### src/rtl/uart_alu_interface.sv
// Purpose: sequences UART bytes (A, B, opcode) into registered ALU operands and hands the ALU result to the UART transmitter.
// Latency: opcode tick sampled at edge N -> CALC in N+1, tx_data valid and tx_start pulse in N+2, WAIT_TX from N+3.
// Backpressure: none upstream; bytes arriving while busy are dropped and flagged by the sticky overrun output.
//
// Ports:
//   clk, reset             clock (rising edge) and asynchronous active-low reset
//   rx_done_tick, rx_data  received-byte strobe and byte from the UART receiver
//   alu_result             combinational ALU output, sampled in CALC
//   tx_done_tick           transmitter finished strobe, honoured only in WAIT_TX
//   alu_a, alu_b, alu_op   registered ALU operands / opcode
//   tx_start, tx_data      one-cycle transmit start and registered result byte
//   busy, overrun, timeout status: busy in CALC/SEND/WAIT_TX, sticky overrun, timeout pulse
//
// Optional feature: define UART_IF_TIMEOUT_EN to enable the inter-byte timeout in
// WAIT_B / WAIT_OP. Without it, timeout is tied low and those states wait forever.

module uart_alu_interface #(
    parameter int NB_DATA        = 8,
    parameter int NB_OP          = 6,
    parameter int TIMEOUT_CYCLES = 1000000
) (
    input  logic               clk,
    input  logic               reset,
    input  logic               rx_done_tick,
    input  logic [NB_DATA-1:0] rx_data,
    input  logic [NB_DATA-1:0] alu_result,
    input  logic               tx_done_tick,
    output logic [NB_DATA-1:0] alu_a,
    output logic [NB_DATA-1:0] alu_b,
    output logic [NB_OP-1:0]   alu_op,
    output logic               tx_start,
    output logic [NB_DATA-1:0] tx_data,
    output logic               busy,
    output logic               overrun,
    output logic               timeout
);

    // The terminal count must be reachable at least one cycle after entry.
    if (TIMEOUT_CYCLES < 2) begin : g_bad_timeout
        $error("TIMEOUT_CYCLES must be at least 2");
    end

    typedef enum logic [2:0] {
        ST_WAIT_A  = 3'd0,
        ST_WAIT_B  = 3'd1,
        ST_WAIT_OP = 3'd2,
        ST_CALC    = 3'd3,
        ST_SEND    = 3'd4,
        ST_WAIT_TX = 3'd5
    } state_t;

    state_t state;
    state_t state_next;

    // One-hot-ish write strobes decoded by the next-state logic.
    logic lat_a;
    logic lat_b;
    logic lat_op;
    logic lat_res;
    logic set_ovr;
    logic tmo_fire;

`ifdef UART_IF_TIMEOUT_EN
    localparam int CNT_W = $clog2(TIMEOUT_CYCLES);

    logic [CNT_W-1:0] tmo_cnt;
    logic             cnt_term;
    logic             cnt_enter;

    assign cnt_term  = (tmo_cnt == CNT_W'(TIMEOUT_CYCLES - 1));
    // Clear on any transition into a byte-waiting state so each byte gets a full window.
    assign cnt_enter = ((state_next == ST_WAIT_B) || (state_next == ST_WAIT_OP)) &&
                       (state_next != state);
`endif

    // ------------------------------------------------------------------
    // Next-state and strobe decode
    // ------------------------------------------------------------------
    always_comb begin
        state_next = state;
        lat_a      = 1'b0;
        lat_b      = 1'b0;
        lat_op     = 1'b0;
        lat_res    = 1'b0;
        set_ovr    = 1'b0;
        tmo_fire   = 1'b0;

        case (state)
            ST_WAIT_A: begin
                if (rx_done_tick) begin
                    lat_a      = 1'b1;
                    state_next = ST_WAIT_B;
                end
            end
            ST_WAIT_B: begin
                // A byte on the terminal-count cycle takes priority over the timeout.
                if (rx_done_tick) begin
                    lat_b      = 1'b1;
                    state_next = ST_WAIT_OP;
                end
`ifdef UART_IF_TIMEOUT_EN
                else if (cnt_term) begin
                    tmo_fire   = 1'b1;
                    state_next = ST_WAIT_A;
                end
`endif
            end
            ST_WAIT_OP: begin
                if (rx_done_tick) begin
                    lat_op     = 1'b1;
                    state_next = ST_CALC;
                end
`ifdef UART_IF_TIMEOUT_EN
                else if (cnt_term) begin
                    tmo_fire   = 1'b1;
                    state_next = ST_WAIT_A;
                end
`endif
            end
            ST_CALC: begin
                // alu_op was registered last cycle, so the ALU has had a full cycle to settle.
                lat_res    = 1'b1;
                set_ovr    = rx_done_tick;
                state_next = ST_SEND;
            end
            ST_SEND: begin
                set_ovr    = rx_done_tick;
                state_next = ST_WAIT_TX;
            end
            ST_WAIT_TX: begin
                // A byte in the exit cycle is still seen in WAIT_TX and is dropped.
                set_ovr = rx_done_tick;
                if (tx_done_tick) begin
                    state_next = ST_WAIT_A;
                end
            end
            default: begin
                state_next = ST_WAIT_A;
            end
        endcase
    end

    // ------------------------------------------------------------------
    // State register
    // ------------------------------------------------------------------
    always_ff @(posedge clk or negedge reset) begin
        if (!reset) begin
            state <= ST_WAIT_A;
        end else begin
            state <= state_next;
        end
    end

    // ------------------------------------------------------------------
    // Datapath registers: hold until overwritten, cleared only by reset
    // ------------------------------------------------------------------
    always_ff @(posedge clk or negedge reset) begin
        if (!reset) begin
            alu_a   <= '0;
            alu_b   <= '0;
            alu_op  <= '0;
            tx_data <= '0;
        end else begin
            if (lat_a) begin
                alu_a <= rx_data;
            end
            if (lat_b) begin
                alu_b <= rx_data;
            end
            if (lat_op) begin
                alu_op <= rx_data[NB_OP-1:0];
            end
            if (lat_res) begin
                tx_data <= alu_result;
            end
        end
    end

    // Sticky overrun: set by a dropped byte, cleared when a fresh operand A is accepted.
    always_ff @(posedge clk or negedge reset) begin
        if (!reset) begin
            overrun <= 1'b0;
        end else if (lat_a) begin
            overrun <= 1'b0;
        end else if (set_ovr) begin
            overrun <= 1'b1;
        end
    end

`ifdef UART_IF_TIMEOUT_EN
    always_ff @(posedge clk or negedge reset) begin
        if (!reset) begin
            tmo_cnt <= '0;
            timeout <= 1'b0;
        end else begin
            timeout <= tmo_fire;
            if (cnt_enter) begin
                tmo_cnt <= '0;
            end else if ((state == ST_WAIT_B) || (state == ST_WAIT_OP)) begin
                tmo_cnt <= tmo_cnt + CNT_W'(1);
            end
        end
    end
`else
    assign timeout = 1'b0;

    logic unused_tmo;
    assign unused_tmo = tmo_fire;
`endif

    // ------------------------------------------------------------------
    // Moore outputs
    // ------------------------------------------------------------------
    assign tx_start = (state == ST_SEND);
    assign busy     = (state == ST_CALC) || (state == ST_SEND) || (state == ST_WAIT_TX);

endmodule
### config.mk
export PLATFORM = sky130hd
export DESIGN_NAME = uart_alu_interface
export DESIGN_NICKNAME = d
export VERILOG_FILES = /design/src/rtl/uart_alu_interface.sv
export SDC_FILE = /design/constraint.sdc
export NUM_CORES = 1
export LEC_CHECK = 0
export BUFFER_PORTS_ARGS = -buffer_cell sky130_fd_sc_hd__buf_2
export CAP_MARGIN = 20
export CORE_MARGIN = 5
export CORE_UTILIZATION = 42
export CTS_CLUSTER_DIAMETER = 80
export DETAILED_ROUTE_END_ITERATION = 10
export GPL_TIMING_DRIVEN = 1
export PLACE_DENSITY = 0.73
export SKIP_LAST_GASP = 1
export SYNTH_ARGS = -nofsm -noshare
export SYNTH_HDL_FRONTEND = slang
export SYNTH_SLANG_ARGS = --single-unit
### constraint.sdc
create_clock -name clk -period 1.4 [get_ports clk]
set_input_delay 0.14 -clock clk [delete_from_list [all_inputs] [get_ports clk]]
set_output_delay 0.14 -clock clk [all_outputs]
set_load 0.02 [all_outputs]
After elaboration in Yosys (flattened, before gate mapping) --
Cells that the tools add are included. Widths: inputs -> output; s select.
Storage, ports and cells: register bits after elaboration 34, memory bits (read-only) 0, output and inout port bits 34, memories kept 0, word-level logic and storage cells 34, bits in latches 0, memory bits (writable) 0
Cells by class: reduce and logical (&&, ||, !) cells 6, shift-type cells 0, magnitude comparators 0, equal/unequal tests 9, multipliers 0, div/mod/pow operators 0, bitwise gates (word level) 0, muxes and demuxes 13, add/subtract/negate cells 0
Operator list (count):
- $pmux 3 s6 | 1
- $mux 3 | 4
- $mux 1 | 8
- $ne 2x2->1 const B | 4
- $eq 3x2->1 const B | 2
- $eq 3x3->1 const B | 2
- $reduce_and 4->1 | 1
- $eq 3x1->1 const B | 1
- $logic_not 3->1 | 1
- $reduce_or 3->1 | 1
- $logic_or 1x1->1 | 2
- $reduce_bool 2->1 | 1

Logic depth before layout (Yosys ltp) --
word-level depth 5, depth in mapped cells 4, mapped depth without buffers 3

Worst setup path after synthesis --
OpenSTA, ideal clock, no wires.
path kind reg2reg, start reg state[2], end reg alu_a[0], arrival 1.207 ns, library setup time 0.125 ns, path slack 0.068 ns, clock period less this slack 1.332 ns, required time 1.275 ns, cell stages (with the launch flop) 4, cell sequence dfrtp_1 -> nand2b_4 -> nor3_4 -> mux2_2
On the way: cells in the longest elaborated chain, start to end 2
RTL lines:
- start: declaration | line 52 | state_t state;
- start signal: assignment | line 150 | state <= state_next;
- $logic_not 3->1 | line 88 | case (state)
- $mux 1 | line 88
- end signal: assignment | line 165 | alu_a <= rx_data;
- end: declaration | line 28 | output logic [NB_DATA-1:0] alu_a,
Every way passes these cells. A chain may end at the register's enable or synchronous reset.

Final worst setup path --
start reg state[1], end out tx_start
On the way: cells in the longest elaborated chain, start to end 1
RTL lines:
- $eq 3x3->1 | line 214 | assign tx_start = (state == ST_SEND);
- end: declaration | line 31 | output logic tx_start,
Every way passes these cells.

==> impl_results.md <==
- Crit-path slowest cell: dfrtp_1
- Post-DP HPWL: 2243 um
- Die height: 67.04 um
- Fillers: 232
- Most used cell, CP: buf_6
- Register area share after synthesis: 0.6227
- Drt via density: 4.682
- Mean Syn Cell Area: 15.01 um^2
- Core area: 3078 um^2
- MaxCap Viol Count: 0
- Initial antenna violation count: 0
- CTS Buf Count: 5
- Register bit total from synthesis: 34
- IO Port Bufs: 52
- Syn Std Cell Area: 1366 um^2
- First-pass GRT wire length: 5319 um
- Setup crit start kind: register
- Max Root-Sink Buffers: 2
- Drt wl/cell: 16.25 um
- CTS tree: done
- FMAX: 703.6 MHz
- CP peak stage delay: 0.42 ns
- I/O Pins: 54
- Setup TNS: -0.03229 ns
- Req. time, crit path: 1.26 ns
- Max-slew violations: 0
- Most area-hungry cell type in the Yosys netlist: dfrtp_1
- Crit share post-route: 1.015
- Initial DRC Count: 29
- Synth Flop Type: dfrtp_1
- Period minus WS final: 1.421 ns
- Largest net degree at the start of global routing: 35
- Most common library cells after synthesis: dfrtp_1, mux2_2, nand2b_1, o21ai_0
- Violated checks: negative setup slack
- Most numerous cell in the Yosys netlist: dfrtp_1
- Drt total wl: 3428 um
- DRC: 0
- TritonRoute pass-1 iters: 4
- Final nets: 186
- Site Rows: 20
- Async set-reset flop share out of synthesis: 1.000
- Setup crit end kind: output port
- Share of cells above drive strength 1: 0.6946
- EDFF count, synth: 0
- Die area: 4494 um^2
- CP Max Fanout: 5
- Number of setup violations in the final report: 3
- H-tree level count: 2
- Status: finished with violations
- Clock root buffer: clkbuf_4
- Buf/Inv on CP: 2
- RSZ-0062 raised after global routing: yes
- Hold crit path type: in2reg
- Pre-CTS setup slack: -0.01390 ns
- Lkg Pwr: 0.9850 nW
- YS warnings: 0
- P per Cell Area: 2640 nW/um^2
- Final setup margin: -0.02122 ns
- Setup CP Type: reg2out
- # diodes: 0
- Clock-pin slew on the worst setup and hold paths: 0.09 ns
- Chip width: 67.04 um
- Critical Path AT: 1.28 ns
- Antenna Nets Post-Route: 0
- Ranking of synthesized cells by area: dfrtp_1, mux2_2, nor2_4
- CTS Sinks: 34
- Area grow syn2layout: 47.71%
- Final hold viol count: 0
- Peak VDD IR: 0.001481 V
- Clock latency on the worst-skew pair: 0.33 ns
- Layout Skew: 0.007275 ns
- Total grt overflow: 0
- Vias in the first global route: 1084
- RD Place Congestion: 0.7195
- Yosys top cell area share: 0.6227
- Mapped Nets: 111
- Starting Density: 0.4439
- DR vias: 988
- Worst path cell trace: buf_6, nand2b_4, nor2_4, buf_6
- Crit-path leading delay family: flip-flops
- Synth cell types: 21
- GRT Total Usage: 0.1668
- Cells after Synth: 91
[what timing repair did]
action,CTS,global route
pin swaps,2,5
setup endpoints to repair,9,31
hold endpoints to repair,34,1
hold buffers,1,1
buffers inserted,6,5
gates resized for setup,16,18
[flip-flops by register name (all words and copies together), names as in the netlist]
signal,count
alu_b,8
tx_data,8
overrun,1
state,3
alu_a,8
alu_op,6
[metrics by stage]
stage | area, um^2 | utilization | cells | total power, W | hold WS (ns)
2_1_floorplan | 1366 | - | 91 | 0.003277 | -0.1556
3_3_place_gp | 1717 | 0.5577 | 191 | 0.004036 | 0.1802
3_5_place_dp | 1717 | 0.5577 | 191 | 0.004137 | 0.1900
4_1_cts | 1897 | 0.6163 | 206 | 0.005016 | 0.01600
5_1_grt | 2018 | 0.6557 | 211 | 0.005642 | 0.004860
6_report | 2018 | 0.6557 | 211 | 0.005328 | 0.03510
[layout by cell type (no fill, tap or decap)]
cell / count
inv_1: 1
dfrtp_1: 33
conb_1: 1
dfrtp_2: 1
buf_12: 2
mux2_4: 12
nand2b_4: 4
dlygate4sd3_1: 2
nor2_4: 3
nor3_1: 1
a21oi_1: 1
or2_1: 1
buf_6: 10
nor2_1: 1
mux2_2: 18
clkbuf_1: 1
o22ai_1: 1
and2_1: 1
clkbuf_4: 5
o21ai_0: 3
buf_4: 7
clkinv_2: 1
nand2_1: 1
buf_2: 50
a211o_1: 1
nor3_4: 1
nand2_2: 1
or3_1: 1
nand3b_1: 1
clkbuf_8: 1
[layer usage]
metal | share of wire | up-vias | GRT usage
met1 | 0.40 | 495 | 0.1959
met2 | 0.54 | 22 | 0.2687
met3 | 0.044 | 4 | 0.05902
met5 | 0 | - | 0
met4 | 0.014 | 0 | 0.08101
li1 | - | 467 | -
[power by group]
group	internal, W	total, W	switching, W	leakage (nW)
Sequential	0.00149	0.00177	0.000280	0.402
Combinational	0.00150	0.00300	0.00149	0.547
Clock	0.000243	0.000557	0.000314	0.0353
[path summary, 6_finish.rpt]
kind | end | startpoint | depth (start not counted) | slack [ns]
min in group asynchronous | alu_a[2] | reset | 3 | 0.35
min reg2reg | tx_data[6] | tx_data[6] | 1 | 0.51
max in group asynchronous | state[0] | reset | 3 | 0.73
max reg2reg | alu_b[4] | state[1] | 5 | 0
max | tx_start | state[1] | 4 | -0.02
min | tx_data[6] | alu_result[6] | 2 | 0.04
[cells by family (layout without fill, tap and decap cells)]
| logic type | count (synthesis) | in the layout | synth area share |
|---|---|---|---|
| DFF | 34 | 34 | 0.6227 |
| and+or+nand+nor | 16 | 16 | 0.08609 |
| other | 1 | 1 | 0.002745 |
| muxes | 30 | 30 | 0.2472 |
| buffers and inverters | 4 | 80 | 0.01557 |
| AOI/OAI and AO/OA | 6 | 6 | 0.02564 |
[layout make-up]
class                           count  area, um^2  area share
Sequential cell                    34       852.1      0.4222
Multi-Input combinational cell     53       571.8      0.2833
Timing Repair Buffer               71       475.5      0.2356
Clock buffer                        7       55.05     0.02728
Tap cell                           44       55.05     0.02728
Clock inverter                      1       5.005    0.002480
Inverter                            1       3.754    0.001860
(Power assumes the default switching activity.)
